## src/rtl/if_fetch_pkg.sv

```systemverilog
// rtl/if_fetch_pkg.sv - shared widths, reset PC and FSM state encoding for the fetch stage
package if_fetch_pkg;

    localparam int IF_ADDR_W   = 30;
    localparam int IF_INSN_W   = 32;
    localparam int IF_RESET_PC = 0;

    // ST_HALT is only reachable when SIICPU_IF_FAULT_EN is defined
    localparam logic [2:0] ST_FETCH = 3'd0;
    localparam logic [2:0] ST_WAIT  = 3'd1;
    localparam logic [2:0] ST_HOLD  = 3'd2;
    localparam logic [2:0] ST_DROP  = 3'd3;
    localparam logic [2:0] ST_HALT  = 3'd4;

endpackage

```

## src/rtl/if_fetch.sv

```systemverilog
// rtl/if_fetch.sv - instruction fetch stage with one outstanding imem request
// Optional macro SIICPU_IF_FAULT_EN adds imem_err input and if_fault output.
module if_fetch
    import if_fetch_pkg::*;
#(
    parameter int                ADDR_W   = IF_ADDR_W,
    parameter int                INSN_W   = IF_INSN_W,
    parameter logic [ADDR_W-1:0] RESET_PC = ADDR_W'(IF_RESET_PC)
) (
    input  logic              clk,
    input  logic              reset,
    input  logic              stall,
    input  logic              br_taken,
    input  logic [ADDR_W-1:0] br_addr,
    output logic              imem_req,
    output logic [ADDR_W-1:0] imem_addr,
    input  logic              imem_gnt,
    input  logic              imem_rvalid,
    input  logic [INSN_W-1:0] imem_rdata,
`ifdef SIICPU_IF_FAULT_EN
    input  logic              imem_err,
    output logic              if_fault,
`endif
    output logic [ADDR_W-1:0] if_pc,
    output logic [INSN_W-1:0] if_insn,
    output logic              if_en
);

    logic [2:0]        state;
    logic [ADDR_W-1:0] pc;
    logic [ADDR_W-1:0] req_pc;
    logic [INSN_W-1:0] hold_insn;
    logic              rsp_err;
    logic              rsp_take;

`ifdef SIICPU_IF_FAULT_EN
    assign rsp_err = imem_err;
`else
    assign rsp_err = 1'b0;
`endif

    assign rsp_take  = (state == ST_WAIT) && imem_rvalid && !br_taken;
    assign imem_req  = (state == ST_FETCH) && !reset;
    assign imem_addr = pc;

    always_ff @(posedge clk or posedge reset) begin
        if (reset) begin
            state  <= ST_FETCH;
            pc     <= RESET_PC;
            req_pc <= '0;
        end else begin
            case (state)
                ST_FETCH: begin
                    if (br_taken) begin
                        pc    <= br_addr;
                        state <= imem_gnt ? ST_DROP : ST_FETCH;
                    end else if (imem_gnt) begin
                        req_pc <= pc;
                        pc     <= pc + ADDR_W'(1);
                        state  <= ST_WAIT;
                    end
                end
                ST_WAIT: begin
                    // a redirect coincident with the response has nothing left to drop
                    if (br_taken) begin
                        pc    <= br_addr;
                        state <= imem_rvalid ? ST_FETCH : ST_DROP;
                    end else if (imem_rvalid) begin
                        if (rsp_err)
                            state <= ST_HALT;
                        else if (stall)
                            state <= ST_HOLD;
                        else
                            state <= ST_FETCH;
                    end
                end
                ST_HOLD: begin
                    if (br_taken) begin
                        pc    <= br_addr;
                        state <= ST_FETCH;
                    end else if (!stall) begin
                        state <= ST_FETCH;
                    end
                end
                ST_DROP: begin
                    if (br_taken)
                        pc <= br_addr;
                    if (imem_rvalid)
                        state <= ST_FETCH;
                end
                ST_HALT: begin
                    if (br_taken) begin
                        pc    <= br_addr;
                        state <= ST_FETCH;
                    end
                end
                default: state <= ST_FETCH;
            endcase
        end
    end

    always_ff @(posedge clk or posedge reset) begin
        if (reset)
            hold_insn <= '0;
        else if (br_taken)
            hold_insn <= '0;
        else if (rsp_take && stall && !rsp_err)
            hold_insn <= imem_rdata;
    end

    always_ff @(posedge clk or posedge reset) begin
        if (reset) begin
            if_pc   <= '0;
            if_insn <= '0;
            if_en   <= 1'b0;
        end else if (br_taken) begin
            if_en <= 1'b0;
        end else if (rsp_take && rsp_err) begin
            // faulting PC is reported even while downstream is stalled
            if_en <= 1'b0;
            if_pc <= req_pc;
        end else if (!stall) begin
            if (rsp_take) begin
                if_en   <= 1'b1;
                if_pc   <= req_pc;
                if_insn <= imem_rdata;
            end else if (state == ST_HOLD) begin
                if_en   <= 1'b1;
                if_pc   <= req_pc;
                if_insn <= hold_insn;
            end else begin
                if_en <= 1'b0;
            end
        end
    end

`ifdef SIICPU_IF_FAULT_EN
    always_ff @(posedge clk or posedge reset) begin
        if (reset)
            if_fault <= 1'b0;
        else if (br_taken)
            if_fault <= 1'b0;
        else if (rsp_take && rsp_err)
            if_fault <= 1'b1;
    end
`endif

endmodule
```

## config.mk

```make
export PLATFORM = sky130hd
export DESIGN_NAME = if_fetch
export DESIGN_NICKNAME = d
export VERILOG_FILES = /design/src/rtl/if_fetch_pkg.sv /design/src/rtl/if_fetch.sv
export SDC_FILE = /design/constraint.sdc
export NUM_CORES = 1
export LEC_CHECK = 0
export CAP_MARGIN = 25
export CORE_UTILIZATION = 45
export DETAILED_ROUTE_END_ITERATION = 10
export MAX_ROUTING_LAYER = met4
export PLACE_DENSITY = 0.76
export SLEW_MARGIN = 10
export SYNTH_ARGS = -nofsm -noshare
export SYNTH_HDL_FRONTEND = slang
export SYNTH_SLANG_ARGS = --single-unit
```

## constraint.sdc

```tcl
create_clock -name clk -period 4.7 [get_ports clk]
set_input_delay 0.47 -clock clk [delete_from_list [all_inputs] [get_ports clk]]
set_output_delay 0.47 -clock clk [all_outputs]
set_load 0.005 [all_outputs]
```

=== Word-level counts from Yosys, hierarchy flattened ===
Index checks and enable logic that the tools add are counted.

* Flip-flop bits (word level): 158
* Latch bits: 0
* RAM bits: 0
* Bits in read-only memories: 0
* Input port bits: 68
* Word-level logic and storage cells: 62
* Memories: 0

* $add $sub $neg: 1
* $mul: 0
* Divide/modulo/power cells: 0
* Order comparisons: 0
* Eq/ne operators: 11
* Shifts and indexed selects: 0
* Multiplexer cells: 26
* Bitwise operators: 2
* Reduce and logical (&&, ||, !) cells: 15

{| class="wikitable"
|+ Operator list
! kind !! number
|-
| $mux 30 || 5
|-
| $mux 32 || 4
|-
| $pmux 30 s2 || 1
|-
| $add 30x1->30 const B || 1
|-
| $mux 3 || 8
|-
| $pmux 3 s5 || 1
|-
| $ne 3x3->1 const B || 3
|-
| $reduce_and 3->1 || 3
|-
| $eq 3x2->1 const B || 2
|-
| $mux 2 || 3
|-
| $reduce_bool 2->1 || 3
|-
| $reduce_and 5->1 || 1
|-
| $logic_and 1x1->1 || 4
|-
| $mux 1 || 4
|-
| $ne 2x1->1 const B || 2
|-
| $ne 2x2->1 const B || 2
|-
| $reduce_or 4->1 || 1
|-
| $eq 3x1->1 const B || 1
|-
| $eq 3x3->1 const B || 1
|-
| $logic_not 3->1 || 1
|-
| $logic_not 1->1 || 2
|-
| $not 1->1 || 2
|}

=== Logic depth before layout (Yosys ltp) ===
* Depth in word-level cells: 6
* Mapped depth: 8
* Depth with buffers taken out: 6

=== Least setup slack after synthesis ===
OpenSTA, ideal clock, no wires.

* Path kind: register to register
* Start point: register state[1]
* End point: register pc[17] (netlist: imem_addr[17])
* Arrival time: 1702 ps
* Path slack: 2874 ps
* Cell stages (with the launch flop): 8
* Cell sequence: dfrtp_1 > buf_6 > or3b_1 > buf_6 > nor4_1 > nand3_1 > xnor2_1 > mux2_2

* Cells in the longest elaborated chain, start to end: 4

{| class="wikitable"
|+ RTL lines
! item !! line !! text
|-
| from (decl) || if_fetch.sv:29 || <nowiki>logic [2:0] state;</nowiki>
|-
| from (signal assigned) || if_fetch.sv:56 || <nowiki>state <= imem_gnt ? ST_DROP : ST_FETCH;</nowiki>
|-
| from (signal assigned) || if_fetch.sv:67 || <nowiki>state <= imem_rvalid ? ST_FETCH : ST_DROP;</nowiki>
|-
| $eq 3x1->1, or another cell as far along || if_fetch.sv:52 || <nowiki>case (state)</nowiki>
|-
| $reduce_or 4->1 (no line) || - ||
|-
| $ne 2x1->1 (no line) / $reduce_bool 2->1 (equally long branches) || - ||
|-
| $reduce_and 3->1 (no line) || - ||
|-
| to (signal assigned) || if_fetch.sv:55 || <nowiki>pc <= br_addr;</nowiki>
|-
| to (signal assigned) || if_fetch.sv:59 || <nowiki>pc <= pc + ADDR_W'(1);</nowiki>
|-
| to (signal assigned) || if_fetch.sv:66 || <nowiki>pc <= br_addr;</nowiki>
|-
| to (decl) || if_fetch.sv:30 || <nowiki>logic [ADDR_W-1:0] pc;</nowiki>
|}

Several ways; a longest one is shown, not always the timed one.
A chain may end at the register's enable or synchronous reset.

=== Worst setup path after layout ===
* Start point: register state[0]
* End point: register req_pc[16]

* Cells in the longest elaborated chain, start to end: 2

{| class="wikitable"
|+ RTL lines
! item !! line !! text
|-
| $logic_not 3->1 || if_fetch.sv:52 ||
|-
| $reduce_and 3->1 (no line) || - ||
|-
| to (signal assigned) || if_fetch.sv:58 || <nowiki>req_pc <= pc;</nowiki>
|-
| to (decl) || if_fetch.sv:31 || <nowiki>logic [ADDR_W-1:0] req_pc;</nowiki>
|}

Every way passes these cells.

==> reports/metrics.cfg <==
[setup_path]
reg2reg_from=state[0]$_DFFE_PP0P_
cp.arrival_ns=3.04
cp_slowest_cell=nor3_2
rrSetupSlack_ns=1.97
end_kind=flip-flop
path_cells=nor3_2, and2_1, buf_4, mux2_2
path_class=reg -> reg
rr_worst_depth=4
crit_required_ns=5.01
slowest_delay_ns=0.81
r2r_end=req_pc[16]$_DFFE_PP0P_
critPathLaunchType=flip-flop
cp_max_fo=27

[run]
maxCapViolations=0

[floorplan]
num_rows=45
die_h_um=126
ios=162
dieArea_sq_mm=0.0159
core_area_sq_mm=0.0151
die-width_um=126
start_util_pct=45.8

[sta]
worst_slack_ns=1.97
period_minus_slack_ns=2.73
timing.fmax_ghz=0.366
worst_pin_slew_ns=0.956
period_share_pct=58.2
slew_headroom_pct=36.1
rsz0062_at_grt=no
slew_viol_final=0
finalHoldViolations=0
timing.hold.ws_ns=0.478
finalSetupTns_ns=0
skew_ns=0.00611
finalSetupViolCount=0

[worst_hold_path]
min_from=if_insn[6]$_DFFE_PP0P_
hp-class=reg -> reg
whs_path_depth=2
hold_end=if_insn[6]$_DFFE_PP0P_

[synth]
netlist_instances=641
syn_area_sq_mm=0.00694
mappedNetlistNets=710
synthSimpleGateAreaFrac_pct=14.9
synth_top_family_by_area=simple AND/OR/NAND/NOR gates
synth.area.mux_share_pct=13.7
synth_seq_cells=157
syn_avg_cell_area_sq_um=10.8
synth_fa_ha_area_share_pct=0.180
ys_seq_area_share_pct=56.6
yosys.area_share.xor_xnor_pct=2.53
async_reset_ff_share_pct=100
yosys_warnings=0
synth.distinct_cells=43
yosys_most_used_dff=dfrtp_1
synth_compound_area_share_pct=9.00
synth_edf_count=0

[clock_tree]
cts-root-buf=clkbuf_16
cts_hold_buf=0
clk-insertion-delay-late_ns=0.43
cts_tree=built
cts_buffers=17
cts_buffer_depth=2
cts_setup_buffers=0
h-tree-depth=4
cts_resized=0
clkSinkCount=157
cts.clk_slew.worst_paths_ns=0.06

[global_routing]
grt_usage_pct=23.6
antenna_found_initial=0
grt_max_degree=86
grt.overflow.total=0
grt_pass1_wl_mm=28.2
grt_pass1_vias=5626

[routing]
ant_nets=0
drt_iter0_markers=348
drt_first_pass_iters=4
viasPerCell=5.45
remaining_drc_errors=0
wire_per_inst_um=17.2
drt_wl_total_mm=17.0
vias=5393

[outcome]
outcome=finished, final reports clean

[cells_and_area]
final_common_cell=clkdlybuf4s50_1
final_area_sq_mm=0.00931
syn_to_final_growth_pct=34.3
mostFrequentLayoutCells=clkdlybuf4s50_1 (160), dfrtp_1 (157), nand2_1 (132)
final_nets=859
final_layout_size_suffix_gt1_share_pct=12.7
num_antenna_cells=0
fin_util_pct=61.5
instances_no_fill=989

[pwr]
cellPowerDensity_mw_per_mm2=515
ir_worst_vdd_v=0.000283
power_mw=4.80
power_leakage_nw=3.83

[placement]
dp_hpwl_mm=11.8
dp_cells=957
post-place-ws_ns=1.64
placed_cell_area_sq_mm=0.00865
place.gp.congestion=0.794
port_buffers=161

-- per-layer routing --
metal / track usage, % / up-vias / share of wire (%)
met5: - / - / 0
met4: 9.57 / 0 / 2.3
met3: 6.75 / 40 / 6.7
met2: 36.5 / 199 / 48
met1: 29.0 / 2627 / 43
li1: - / 2527 / -
-- logic make-up after synthesis --
group | after synthesis
simple gates | 212
flops | 157
compound gates | 118
mux | 87
buf+inv | 46
xor+xnor | 20
fa+ha+maj | 1
-- where the power goes --
part           leakage [nW]  switching (mW)  internal, mW
logic                  1.51           0.503         0.801
clock network         0.309           0.522         0.937
registers              2.01           0.295          1.74
-- cell usage after synthesis (12+ instances only) --
library cell,n,share of area [%]
mux2_2,56,9.1
clkbuf_1,22,1.2
xor2_1,12,1.5
nand2_1,132,7.1
buf_2,13,0.94
nand4_1,19,1.7
a21oi_1,46,3.3
o21ai_0,48,3.5
mux2i_1,26,3.8
dfrtp_1,157,57
-- registers in the layout, indices dropped and copies added, names as in the netlist --
name	cells
if_pc	30
state	2
imem_addr	30
if_insn	32
hold_insn	32
req_pc	30
if_en	1
-- worst max-delay path by stage --
| stage | startpoint | endpoint | slack (ns) | cells past startpoint |
|---|---|---|---|---|
| after floorplan | reset | hold_insn[0]$_DFFE_PP0P_ | 2.24 | 1 |
| after global routing | state[1]$_DFFE_PP0P_ | if_insn[27]$_DFFE_PP0P_ | 1.76 | 6 |
| final | state[0]$_DFFE_PP0P_ | req_pc[16]$_DFFE_PP0P_ | 1.97 | 4 |
| after CTS | state[0]$_DFFE_PP0P_ | req_pc[16]$_DFFE_PP0P_ | 1.98 | 4 |
| after detailed placement | imem_rvalid | if_insn[15]$_DFFE_PP0P_ | 1.64 | 7 |
| after global placement | imem_rvalid | if_insn[6]$_DFFE_PP0P_ | 1.77 | 7 |
-- cell type report --
cell class | count | area [sq um]
clock buffers | 23 | 488
clock inverters | 7 | 135
fillers | 1225 | 5830
inverters | 7 | 30.0
multi-input cells | 438 | 2800
flip-flops and latches | 157 | 3930
well taps | 188 | 235
repair buffers | 169 | 1690
-- critical path: cells and delay by family (launching register included) --
family	cells	cell delay, ns
flip-flops	1	0.54
multiplexers	1	0.39
buffers and inverters	1	0.43
AND/OR/NAND/NOR	2	1.23
Note: power is estimated with default switching activity, not from simulation.
